**src/rtl/risc_five_pkg.sv**
```systemverilog
// rtl/risc_five_pkg.sv - shared pipeline constants and fetch state encoding
package risc_five_pkg;

    localparam logic [31:0] NOP_INSN = 32'h0000_0013;
    localparam int          PC_INCR  = 4;

    typedef enum logic [1:0] {
        FETCH = 2'd0,
        WAIT  = 2'd1,
        DRAIN = 2'd2
    } fetch_state_t;

endpackage

```
**src/rtl/fetch_unit.sv**
```systemverilog
// rtl/fetch_unit.sv - RV32 instruction fetch stage with one outstanding imem request
module fetch_unit
    import risc_five_pkg::*;
#(
    parameter int              XLEN     = 32,
    parameter logic [XLEN-1:0] RESET_PC = '0
) (
    input  logic            clk,
    input  logic            rst,
    input  logic            stall,
    input  logic            redirect_valid,
    input  logic [XLEN-1:0] redirect_pc,
    output logic            imem_req,
    output logic [XLEN-1:0] imem_addr,
    input  logic            imem_rvalid,
    input  logic [XLEN-1:0] imem_rdata,
    output logic [XLEN-1:0] pc_out,
    output logic [XLEN-1:0] insn_out,
    output logic            valid_out,
    output logic            misalign_err
);

    fetch_state_t    state;
    fetch_state_t    state_nxt;
    logic [XLEN-1:0] fetch_pc;
    logic [XLEN-1:0] tgt;
    logic            fill;

    assign tgt       = {redirect_pc[XLEN-1:2], 2'b00};
    assign imem_addr = fetch_pc;
    assign fill      = (state == WAIT) && imem_rvalid && !redirect_valid;

    always_ff @(posedge clk) begin
        if (!rst) begin
            state <= FETCH;
        end else begin
            state <= state_nxt;
        end
    end

    // A response arriving alongside a redirect is dropped and fetching restarts at once.
    always_comb begin
        state_nxt = state;
        case (state)
            FETCH: begin
                if (!redirect_valid && imem_req) begin
                    state_nxt = WAIT;
                end
            end
            WAIT: begin
                if (imem_rvalid) begin
                    state_nxt = FETCH;
                end else if (redirect_valid) begin
                    state_nxt = DRAIN;
                end
            end
            DRAIN: begin
                if (imem_rvalid) begin
                    state_nxt = FETCH;
                end
            end
            default: state_nxt = FETCH;
        endcase
    end

    always_comb begin
        imem_req = (state == FETCH) && !redirect_valid && (!valid_out || !stall);
    end

    always_ff @(posedge clk) begin
        if (!rst) begin
            fetch_pc     <= RESET_PC;
            pc_out       <= '0;
            insn_out     <= XLEN'(NOP_INSN);
            valid_out    <= 1'b0;
            misalign_err <= 1'b0;
        end else begin
            misalign_err <= redirect_valid && (redirect_pc[1:0] != 2'b00);

            if (redirect_valid) begin
                fetch_pc <= tgt;
            end else if (fill) begin
                fetch_pc <= fetch_pc + XLEN'(PC_INCR);
            end

            // Redirect flushes the slot ahead of both fill and stall hold.
            if (redirect_valid) begin
                valid_out <= 1'b0;
                insn_out  <= XLEN'(NOP_INSN);
            end else if (fill) begin
                pc_out    <= fetch_pc;
                insn_out  <= imem_rdata;
                valid_out <= 1'b1;
            end else if (valid_out && !stall) begin
                valid_out <= 1'b0;
                insn_out  <= XLEN'(NOP_INSN);
            end
        end
    end

endmodule
```
**config.mk**
```make
export PLATFORM = sky130hd
export DESIGN_NAME = fetch_unit
export DESIGN_NICKNAME = d
export VERILOG_FILES = /design/src/rtl/risc_five_pkg.sv /design/src/rtl/fetch_unit.sv
export SDC_FILE = /design/constraint.sdc
export NUM_CORES = 1
export LEC_CHECK = 0
export BUFFER_PORTS_ARGS = -buffer_cell sky130_fd_sc_hd__buf_2
export CORE_ASPECT_RATIO = 1.4
export CORE_MARGIN = 2
export CORE_UTILIZATION = 38
export CTS_BUF_LIST = sky130_fd_sc_hd__clkbuf_16
export CTS_CLUSTER_DIAMETER = 150
export DETAILED_ROUTE_END_ITERATION = 10
export PLACE_DENSITY = 0.62
export SLEW_MARGIN = 20
export SYNTH_ARGS = -nofsm -noshare
export SYNTH_HDL_FRONTEND = slang
export SYNTH_SLANG_ARGS = --single-unit
```
**constraint.sdc**
```tcl
create_clock -name clk -period 2.21 [get_ports clk]
set_clock_uncertainty 0.15 [all_clocks]
set_input_delay 0.3315 -clock clk [delete_from_list [all_inputs] [get_ports clk]]
set_output_delay 0.3315 -clock clk [all_outputs]
set_load 0.05 [all_outputs]
```
==> out/results.ini <==
[critical_path]
crit_path_end_kind = flop
slowest_stage = nor4_4
crit_end = imem_addr[17]$_SDFFE_PN0P_
timing.rr.end = imem_addr[17]$_SDFFE_PN0P_
arrival_ns = 2.12
path_class = flop to flop
cp-startpoint = imem_addr[11]$_SDFFE_PN0P_
reg2regPathDepth = 5
path_cells = nand4_4 -> nor4_4 -> buf_4 -> nand4_1 -> nor3b_2
required_ns = 2.29
regToRegSetupSlack_ns = 0.17
cp_max_fo = 11
cp-start-kind = flop
critical_path.max_stage_delay_ns = 0.59
timing.rr.start = imem_addr[11]$_SDFFE_PN0P_

[place]
place_area_um2 = 5430
io_buffer_count = 163
gp_congestion = 0.810
hpwl_um = 9070
dp_cells = 790

[clock_tree]
cts_num_sinks = 96
hold_buffers = 0
clock_latency_ns = 0.34
htreeDepth = 3
cts_inserted_buffers = 9
root_buffer = clkbuf_16
cts-resized-gates = 0
path_clk_slew_ns = 0.07
cts_tree = built
clk_path_buf_depth = 2
postCtsSetupBuffers = 0

[timing]
hold_violations = 0
totalNegativeSetupSlack_ns = 0
tightest_slew_ns = 0.552
hold_slack_ns = 0.0655
layout_min_cycle_time_ns = 2.04
max_slew_margin = 0.629
fmax_mhz = 490
finalSetupViolations = 0
rsz0062_at_grt = false
maxSlewViolCount = 0
post-route-period-util = 0.924

[yosys]
syn-cell-area_um2 = 4370
netlist_top_cells_area = dfxtp_1 (44%), nand2_1 (6.4%), a22oi_1 (5.0%), a21boi_0 (4.8%), nor2_1 (3.3%)
synthArstFlopShare = 0
synth_area_per_cell_um2 = 8.84
yosysWarnings = 0
synth_edf_count = 0
synth.most_common_cell = dfxtp_1
ys.flop_type = dfxtp_1
yosysTopAreaCellShare = 0.439
yosysTopAreaCell = dfxtp_1
ys_ff_latch = 96
ys_seq_area_frac = 0.439
netlist_instances = 495
ys_types = 63
synth.top_cells.by_count = dfxtp_1 (96), nand2_1 (75), nor2_1 (39)

[worst_hold_path]
hp-class = input port to flop

[floorplan]
row_count = 46
core_area_um2 = 11300
start_util = 0.388
die_area_um2 = 12400
die_h_um = 131
io_pins = 168
die_width_um = 94.7

[status]
outcome = complete, no violations

[route]
drt_iter0_markers = 272
wl_per_cell_um = 15.2
drtPass1Iterations = 4
routed_via_density = 5.25
ant_nets = 0
vias = 4231
drt-total-wl_um = 12300
drc = 0

[global_routing]
grt_overflow = 0
grt_pass1_vias = 4054
grt_max_degree = 49
grt_pass1_wl_um = 19600
antenna_found_initial = 1
track_usage = 0.200

[layout]
final_core_util = 0.506
drive_gt1_frac = 0.361
final_nets = 727
insertedDiodeCount = 0
syn_to_final_growth_pct = 30.6
finalInstanceArea_um2 = 5710
final_cell_count_no_fill = 806
n_fill_cell = 1108

[job]
drv_cap = 0

[power]
netSwitchingFraction = 0.301
power.density_nw_per_um2 = 691
switching_power_mw = 1.19
power_frac_seq = 0.467
comb_power_share = 0.151
internal-power_mw = 2.76
leakage_nw = 2.46
vdd.ir_drop.worst_mv = 0.422
p_clk_frac = 0.382

[final cells by class]
class / count / area, µm² / area share
clock buffers: 9 / 225 / 0.0394
clock inverters: 7 / 61.3 / 0.0107
inverters: 6 / 22.5 / 0.00394
multi-input cells: 353 / 2260 / 0.396
flip-flops and latches: 96 / 1920 / 0.337
well taps: 144 / 180 / 0.0315
repair buffers: 191 / 1040 / 0.182
[sequential cells by signal, summed over array words and instances, names as in the netlist]
signal and count:
misalign_err 1, pc_out 30, imem_addr 30, insn_out 32
state 2, valid_out 1
[cell usage in the layout, fill, tap and decap left out, types with 5 or more instances in the layout]
cell type  instances
buf_2            163
dfxtp_1           94
nand2_1           75
nor2_1            38
a22oi_1           29
a21boi_0          28
buf_4             27
o21ai_0           22
nand3_1           18
nand4_1           13
a21oi_1           10
clkbuf_16          9
and4_1             8
xnor2_1            8
nor2b_1            7
inv_1              6
nor4_1             6
and3_1             6
a211oi_1           5
nor3_2             5
a311oi_1           5
o211a_1            5
[routing by layer]
layer,up-vias,global-route usage,part of all wire
li1,2104,-,-
met1,1985,0.238,0.42
met3,10,0.0625,0.076
met4,0,0.0691,0.015
met2,132,0.341,0.49
met5,-,0,0
[stage by stage]
step	power, mW	setup slack (ns)
6_report	3.95	0.169
5_1_grt	4.13	0.0398
4_1_cts	3.99	0.186
3_5_place_dp	2.48	0.186
3_3_place_gp	2.47	0.280
2_1_floorplan	2.28	0.0357
[cell families (layout without fill, tap and decap cells)]
family	count (synthesis)	in the layout	share of synthesized area
flip-flops	96	96	0.439
AO/OA/AOI/OAI	129	129	0.219
adder cells (fa/ha/maj)	1	1	0.00286
XOR/XNOR	9	9	0.0180
buffers and inverters	49	213	0.0535
other	1	4	0.000857
AND/OR/NAND/NOR	209	209	0.263
multiplexers	1	1	0.00257
[worst max-delay path: cells and delay by family (launching register included)]
family | cells | cell delay (ns)
buffers and inverters | 1 | 0.25
DFF | 1 | 0.47
and+or+nand+nor | 4 | 1.05
[power groups by stage]
| stage | combinational (mW) | sequential (mW) | clock (mW) |
|---|---|---|---|
| after floorplan | 0.221 | 2.06 | 0 |
| after global placement | 0.592 | 1.88 | 0 |
| after detailed placement | 0.598 | 1.89 | 0 |
| after CTS | 0.600 | 1.85 | 1.55 |
| after global routing | 0.639 | 1.85 | 1.63 |
| final | 0.595 | 1.85 | 1.51 |
[worst min-delay path by stage]
stage / startpoint / to / slack [ns] / cells after the start
2_1_floorplan: imem_rvalid / state[1]$_SDFFE_PN0P_ / 0.26 / 1
3_3_place_gp: pc_out[30]$_SDFFE_PN0P_ / pc_out[30]$_SDFFE_PN0P_ / 0.30 / 2
3_5_place_dp: pc_out[30]$_SDFFE_PN0P_ / pc_out[30]$_SDFFE_PN0P_ / 0.30 / 2
4_1_cts: redirect_pc[3] / imem_addr[3]$_SDFFE_PN0P_ / 0.05 / 2
5_1_grt: imem_rdata[4] / insn_out[4]$_SDFFE_PP1P_ / 0.06 / 3
6_report: redirect_pc[3] / imem_addr[3]$_SDFFE_PN0P_ / 0.07 / 2
No activity file was read; power rests on OpenSTA's default activity.
